[src/rtl/mem_arb_pkg.sv]
// Shared encodings and default widths for the IFU/LSU memory-port arbiter.
// Holds no logic beyond a saturating-increment helper for the LSU streak counter.
package mem_arb_pkg;

  localparam int ADDR_W_DEF         = 32;
  localparam int DATA_W_DEF         = 32;
  localparam int MAX_LSU_STREAK_DEF = 4;
  localparam int STREAK_W           = 4;

  typedef enum logic [1:0] {
    ST_IDLE = 2'd0,
    ST_REQ  = 2'd1,
    ST_RSP  = 2'd2
  } state_t;

  typedef enum logic [1:0] {
    OWN_NONE = 2'd0,
    OWN_IFU  = 2'd1,
    OWN_LSU  = 2'd2
  } owner_t;

  function automatic logic [STREAK_W-1:0] sat_inc(input logic [STREAK_W-1:0] v);
    return (v == {STREAK_W{1'b1}}) ? v : v + STREAK_W'(1);
  endfunction

endpackage

[src/rtl/mem_arb_grant.sv]
// Grant selection: LSU wins ties until it has taken MAX_LSU_STREAK grants while the IFU waited.
// Zero-latency combinational grant gated by i_idle; only the streak counter is registered.
module mem_arb_grant
  import mem_arb_pkg::*;
#(
  parameter int MAX_LSU_STREAK = MAX_LSU_STREAK_DEF
) (
  input  logic clk,
  input  logic rst,
  input  logic i_idle,
  input  logic i_ifu_vld,
  input  logic i_lsu_vld,
  output logic o_grant_ifu,
  output logic o_grant_lsu
);

  logic [STREAK_W-1:0] r_streak;
  logic                w_ifu_turn;

  always_comb begin
    w_ifu_turn  = (r_streak == STREAK_W'(MAX_LSU_STREAK));
    o_grant_lsu = i_idle & i_lsu_vld & ~(i_ifu_vld & w_ifu_turn);
    o_grant_ifu = i_idle & i_ifu_vld & (~i_lsu_vld | w_ifu_turn);
  end

  // Streak only grows while the IFU is actually being held off.
  always_ff @(posedge clk or posedge rst) begin
    if (rst) begin
      r_streak <= '0;
    end else if (o_grant_lsu) begin
      r_streak <= i_ifu_vld ? sat_inc(r_streak) : '0;
    end else if (o_grant_ifu) begin
      r_streak <= '0;
    end
  end

endmodule

[src/rtl/mem_arbiter.sv]
// Shares one memory port between IFU (read-only) and LSU; one transaction in flight.
// Grant to mem_req_valid 1 cycle, response passed through combinationally; stalls on mem/owner ready.
module mem_arbiter
  import mem_arb_pkg::*;
#(
  parameter int ADDR_W         = ADDR_W_DEF,
  parameter int DATA_W         = DATA_W_DEF,
  parameter int MAX_LSU_STREAK = MAX_LSU_STREAK_DEF
) (
  input  logic                clk,
  input  logic                rst,
  input  logic                ifu_req_valid,
  output logic                ifu_req_ready,
  input  logic [ADDR_W-1:0]   ifu_req_addr,
  output logic                ifu_rsp_valid,
  output logic [DATA_W-1:0]   ifu_rsp_data,
  input  logic                ifu_rsp_ready,
  input  logic                lsu_req_valid,
  output logic                lsu_req_ready,
  input  logic [ADDR_W-1:0]   lsu_req_addr,
  input  logic                lsu_req_wen,
  input  logic [DATA_W-1:0]   lsu_req_wdata,
  input  logic [DATA_W/8-1:0] lsu_req_wmask,
  output logic                lsu_rsp_valid,
  output logic [DATA_W-1:0]   lsu_rsp_data,
  input  logic                lsu_rsp_ready,
  output logic                mem_req_valid,
  input  logic                mem_req_ready,
  output logic [ADDR_W-1:0]   mem_req_addr,
  output logic                mem_req_wen,
  output logic [DATA_W-1:0]   mem_req_wdata,
  output logic [DATA_W/8-1:0] mem_req_wmask,
  input  logic                mem_rsp_valid,
  input  logic [DATA_W-1:0]   mem_rsp_data,
  output logic                mem_rsp_ready,
  output logic                arb_busy
);

  localparam int MASK_W = DATA_W / 8;

  state_t              r_state;
  state_t              w_next_state;
  owner_t              r_owner;
  logic [ADDR_W-1:0]   r_addr;
  logic                r_wen;
  logic [DATA_W-1:0]   r_wdata;
  logic [MASK_W-1:0]   r_wmask;

  logic                w_idle;
  logic                w_grant_ifu;
  logic                w_grant_lsu;
  logic                w_owner_rsp_ready;
  logic                w_rsp_done;

  // Grant depends only on state and requester valids, never on downstream handshakes.
  assign w_idle = (r_state == ST_IDLE) & ~rst;

  mem_arb_grant #(
    .MAX_LSU_STREAK (MAX_LSU_STREAK)
  ) u_grant (
    .clk         (clk),
    .rst         (rst),
    .i_idle      (w_idle),
    .i_ifu_vld   (ifu_req_valid),
    .i_lsu_vld   (lsu_req_valid),
    .o_grant_ifu (w_grant_ifu),
    .o_grant_lsu (w_grant_lsu)
  );

  always_comb begin
    w_owner_rsp_ready = 1'b0;
    case (r_owner)
      OWN_IFU: w_owner_rsp_ready = ifu_rsp_ready;
      OWN_LSU: w_owner_rsp_ready = lsu_rsp_ready;
      default: w_owner_rsp_ready = 1'b0;
    endcase
    w_rsp_done = (r_state == ST_RSP) & mem_rsp_valid & w_owner_rsp_ready;
  end

  always_ff @(posedge clk or posedge rst) begin
    if (rst) begin
      r_state <= ST_IDLE;
    end else begin
      r_state <= w_next_state;
    end
  end

  always_comb begin
    w_next_state = r_state;
    case (r_state)
      ST_IDLE: if (w_grant_ifu | w_grant_lsu) w_next_state = ST_REQ;
      ST_REQ:  if (mem_req_ready)             w_next_state = ST_RSP;
      ST_RSP:  if (w_rsp_done)                w_next_state = ST_IDLE;
      default:                                w_next_state = ST_IDLE;
    endcase
  end

  always_ff @(posedge clk or posedge rst) begin
    if (rst) begin
      r_owner <= OWN_NONE;
      r_addr  <= '0;
      r_wen   <= 1'b0;
      r_wdata <= '0;
      r_wmask <= '0;
    end else if (w_grant_lsu) begin
      r_owner <= OWN_LSU;
      r_addr  <= lsu_req_addr;
      r_wen   <= lsu_req_wen;
      r_wdata <= lsu_req_wdata;
      r_wmask <= lsu_req_wmask;
    end else if (w_grant_ifu) begin
      r_owner <= OWN_IFU;
      r_addr  <= ifu_req_addr;
      r_wen   <= 1'b0;
      r_wdata <= '0;
      r_wmask <= '0;
    end else if (w_rsp_done) begin
      r_owner <= OWN_NONE;
    end
  end

  always_comb begin
    ifu_req_ready = 1'b0;
    lsu_req_ready = 1'b0;
    ifu_rsp_valid = 1'b0;
    ifu_rsp_data  = '0;
    lsu_rsp_valid = 1'b0;
    lsu_rsp_data  = '0;
    mem_req_valid = 1'b0;
    mem_req_addr  = '0;
    mem_req_wen   = 1'b0;
    mem_req_wdata = '0;
    mem_req_wmask = '0;
    mem_rsp_ready = 1'b0;
    arb_busy      = 1'b0;
    if (!rst) begin
      ifu_req_ready = w_grant_ifu;
      lsu_req_ready = w_grant_lsu;
      arb_busy      = (r_state != ST_IDLE);
      mem_req_addr  = r_addr;
      mem_req_wen   = r_wen;
      mem_req_wdata = r_wdata;
      mem_req_wmask = r_wmask;
      case (r_state)
        ST_REQ: mem_req_valid = 1'b1;
        ST_RSP: begin
          mem_rsp_ready = w_owner_rsp_ready;
          if (r_owner == OWN_IFU) begin
            ifu_rsp_valid = mem_rsp_valid;
            ifu_rsp_data  = mem_rsp_data;
          end else if (r_owner == OWN_LSU) begin
            lsu_rsp_valid = mem_rsp_valid;
            lsu_rsp_data  = mem_rsp_data;
          end
        end
        default: ;
      endcase
    end
  end

endmodule

[config.mk]
export PLATFORM = sky130hd
export DESIGN_NAME = mem_arbiter
export DESIGN_NICKNAME = d
export VERILOG_FILES = /design/src/rtl/mem_arb_pkg.sv /design/src/rtl/mem_arb_grant.sv /design/src/rtl/mem_arbiter.sv
export SDC_FILE = /design/constraint.sdc
export NUM_CORES = 1
export LEC_CHECK = 0
export BUFFER_PORTS_ARGS = -buffer_cell sky130_fd_sc_hd__buf_2
export CORE_AREA = 2 2 108 110
export CTS_CLUSTER_DIAMETER = 200
export DETAILED_ROUTE_END_ITERATION = 6
export DIE_AREA = 0 0 110 112
export HOLD_SLACK_MARGIN = 0.05
export PLACE_DENSITY = 0.81
export SYNTH_ARGS = -nofsm -noshare
export SYNTH_HDL_FRONTEND = slang
export SYNTH_SLANG_ARGS = --single-unit
[constraint.sdc]
create_clock -name clk -period 10.15 [get_ports clk]
set_input_delay 2.03 -clock clk [delete_from_list [all_inputs] [get_ports clk]]
set_output_delay 2.03 -clock clk [all_outputs]
set_load 0.01 [all_outputs]
==> summary.txt <==
top post-synthesis cells by area: dfrtp_1 46%, nor2b_1 10%, and3_1 9.9%
ys async rst share: 100%
Tightest Pin Transition: 0.964 ns
synthesized instance count: 480
Die X: 110 µm
number of flops mapped to enable cells by yosys: 0
final critical-path share of the clock period: 57.0%
Die Span Y: 112 µm
# Max-Cap Violations: 0
worst vdd ir: 0.154 mV
initial antenna violation count: 3
syn nets: 626
Final Power: 0.00143 W
starting density of the core: 37.9%
post_cts resized: 0
total grt overflow: 0
status: finished clean
number of global-route vias before repair: 4042
vias: 4319
Cell Pwr Density: 237 nW/µm²
critical path type: primary input to output pin
Pint: 0.000934 W
Avg Cell Area, Syn: 8.82 µm²
crit end category: output pin
largest net degree at the start of global routing: 79
Final Skew: 0.00718 ns
sequential area share after synthesis: 45.5%
setup repair bufs after CTS: 0
sequential share of power: 37.2%
Arr. time, crit path: 3.76 ns
Worst-path clk slew: 0.06 ns
Vias/cell: 4.87
Critical Path Start Type: primary input
Row Count: 39
DP Wirelength: 8900 µm
Gate power share: 39.3%
Final min period: 5.79 ns
Psw: 0.000494 W
die footprint: 12300 µm²
Clock Path Buffers: 2
Clock Sinks: 77
count leader, synth: dfrtp_1
Slew headroom: 35.7%
Top Ports: 281
Cell variety after synth: 34
total of warnings raised by yosys: 0
final-stage net count: 882
Setup violations, final: 0
Syn-to-layout area delta: 42.3%
top_reg_cell synth: dfrtp_1
Synth area leader: dfrtp_1
worst-path fanout max: 76
H-tree depth: 3
worst path required time: 8.12 ns
Hold Vio Cnt, Final: 0
DRT Wirelength: 12500 µm
port bufs: 280
sw frac: 34.6%
RSZ-0062 raised after global routing: false
cts hold-fix bufs: 0
Max Clock Freq: 173 MHz
total core area: 11200 µm²
post-route antenna net violation count: 0
GR Util All Layers: 19.8%
DRT iter0 DRCs: 235
top cell type's share of synthesized area: 45.5%
Clk network pwr share: 23.5%
#FFs+latches synth: 77
setup TNS: 0 ns
TritonCTS clock tree: built
clk root buf: clkbuf_16
Hold Path Class: flip-flop to flip-flop
first-pass GRT wire length: 19500 µm
WL/cell: 14.1 µm
final max-slew violation count: 0
Post-synth top cells: 77 x dfrtp_1, 71 x nand2_1, 71 x nor2b_1
DRT Pass-1 Iters: 4
layout cells sized above 1: 42.0%
Inserted Clock Buffers: 9
DRC violations left: 0
Clock Latency Late Sink: 0.33 ns
Leak Pwr: 3.57 nW
Post-Syn Area: 4230 µm²
Final Wtd Congestion: 0.840
-- layout by cell type, fill, tap and decap left out, types with 5 or more instances in the layout --
master / instances
ha_1: 5
clkbuf_16: 9
nor2b_1: 71
nand2_1: 70
and3_1: 67
buf_4: 8
dfrtp_1: 77
inv_1: 9
buf_2: 280
nand3_1: 66
a22o_1: 37
-- power groups by stage --
stage          Sequential [W]  Clock, W  Combinational (W)
2_1_floorplan        0.000514         0           0.000395
3_3_place_gp         0.000528         0           0.000556
3_5_place_dp         0.000535         0           0.000561
4_1_cts              0.000530  0.000346           0.000564
5_1_grt              0.000550  0.000359           0.000632
6_report             0.000531  0.000336           0.000561
-- layer usage --
metal | global-route usage (%) | vias up | wire (µm)
met5 | 0 | - | 0
met4 | 5.65 | 0 | 190
met3 | 6.03 | 14 | 1110
met2 | 31.7 | 191 | 5810
met1 | 25.9 | 1945 | 5380
li1 | - | 2169 | -
-- flip-flops by register name (all words and copies together), names as in the netlist --
signal            count
r_wen                 1
r_addr               32
r_state               2
r_wmask               4
r_owner               2
u_grant.r_streak      4
r_wdata              32
-- per-stage QoR --
step	hold slack, ns	worst slack, ns	area (µm²)	instances	util (%)
after floorplan	0.441	3.89	4230	480	-
after detailed placement	0.458	4.00	5690	868	51.0
final	0.467	4.36	6020	887	53.9
after global routing	0.487	4.15	6020	885	53.9
after global placement	0.453	4.18	5690	868	51.0
after CTS	0.471	3.99	6010	884	53.8
-- area by class of cell --
class | count | area, µm²
inverter | 11 | 42.5
antenna | 3 | 7.51
sequential | 77 | 1930
multi-input combinational | 349 | 2090
clock buffer | 10 | 229
fill | 1066 | 5150
timing repair buffer | 288 | 1460
tap | 143 | 179
clock inverter | 6 | 86.3
-- final timing paths --
path,start,to,slack (ns),cells past startpoint
max,rst,lsu_rsp_data[21],4.36,5
max reg2reg,u_grant.r_streak[0],r_wmask[1],7.92,8
min in group asynchronous,rst,r_owner[0],2.41,4
min,r_addr[27],r_addr[27],0.47,2
min reg2reg,r_addr[27],r_addr[27],0.47,2
max in group asynchronous,rst,r_addr[4],7.09,4
-- cells by family (layout without fill, tap and decap cells) --
logic type	Yosys count	after routing	synth area share, %
DFF	77	77	45.5
and+or+nand+nor	290	290	37.1
adders and majority gates	5	5	1.48
other	0	3	0
AOI/OAI and AO/OA	54	54	10.6
buffers and inverters	54	315	5.32
-- critical path, cell delays in order --
cell     delay (ns)
buf_2          0.10
buf_4          0.35
nor3b_4        0.87
and3_1         0.27
buf_2          0.13
No activity file was read; power rests on OpenSTA's default activity.
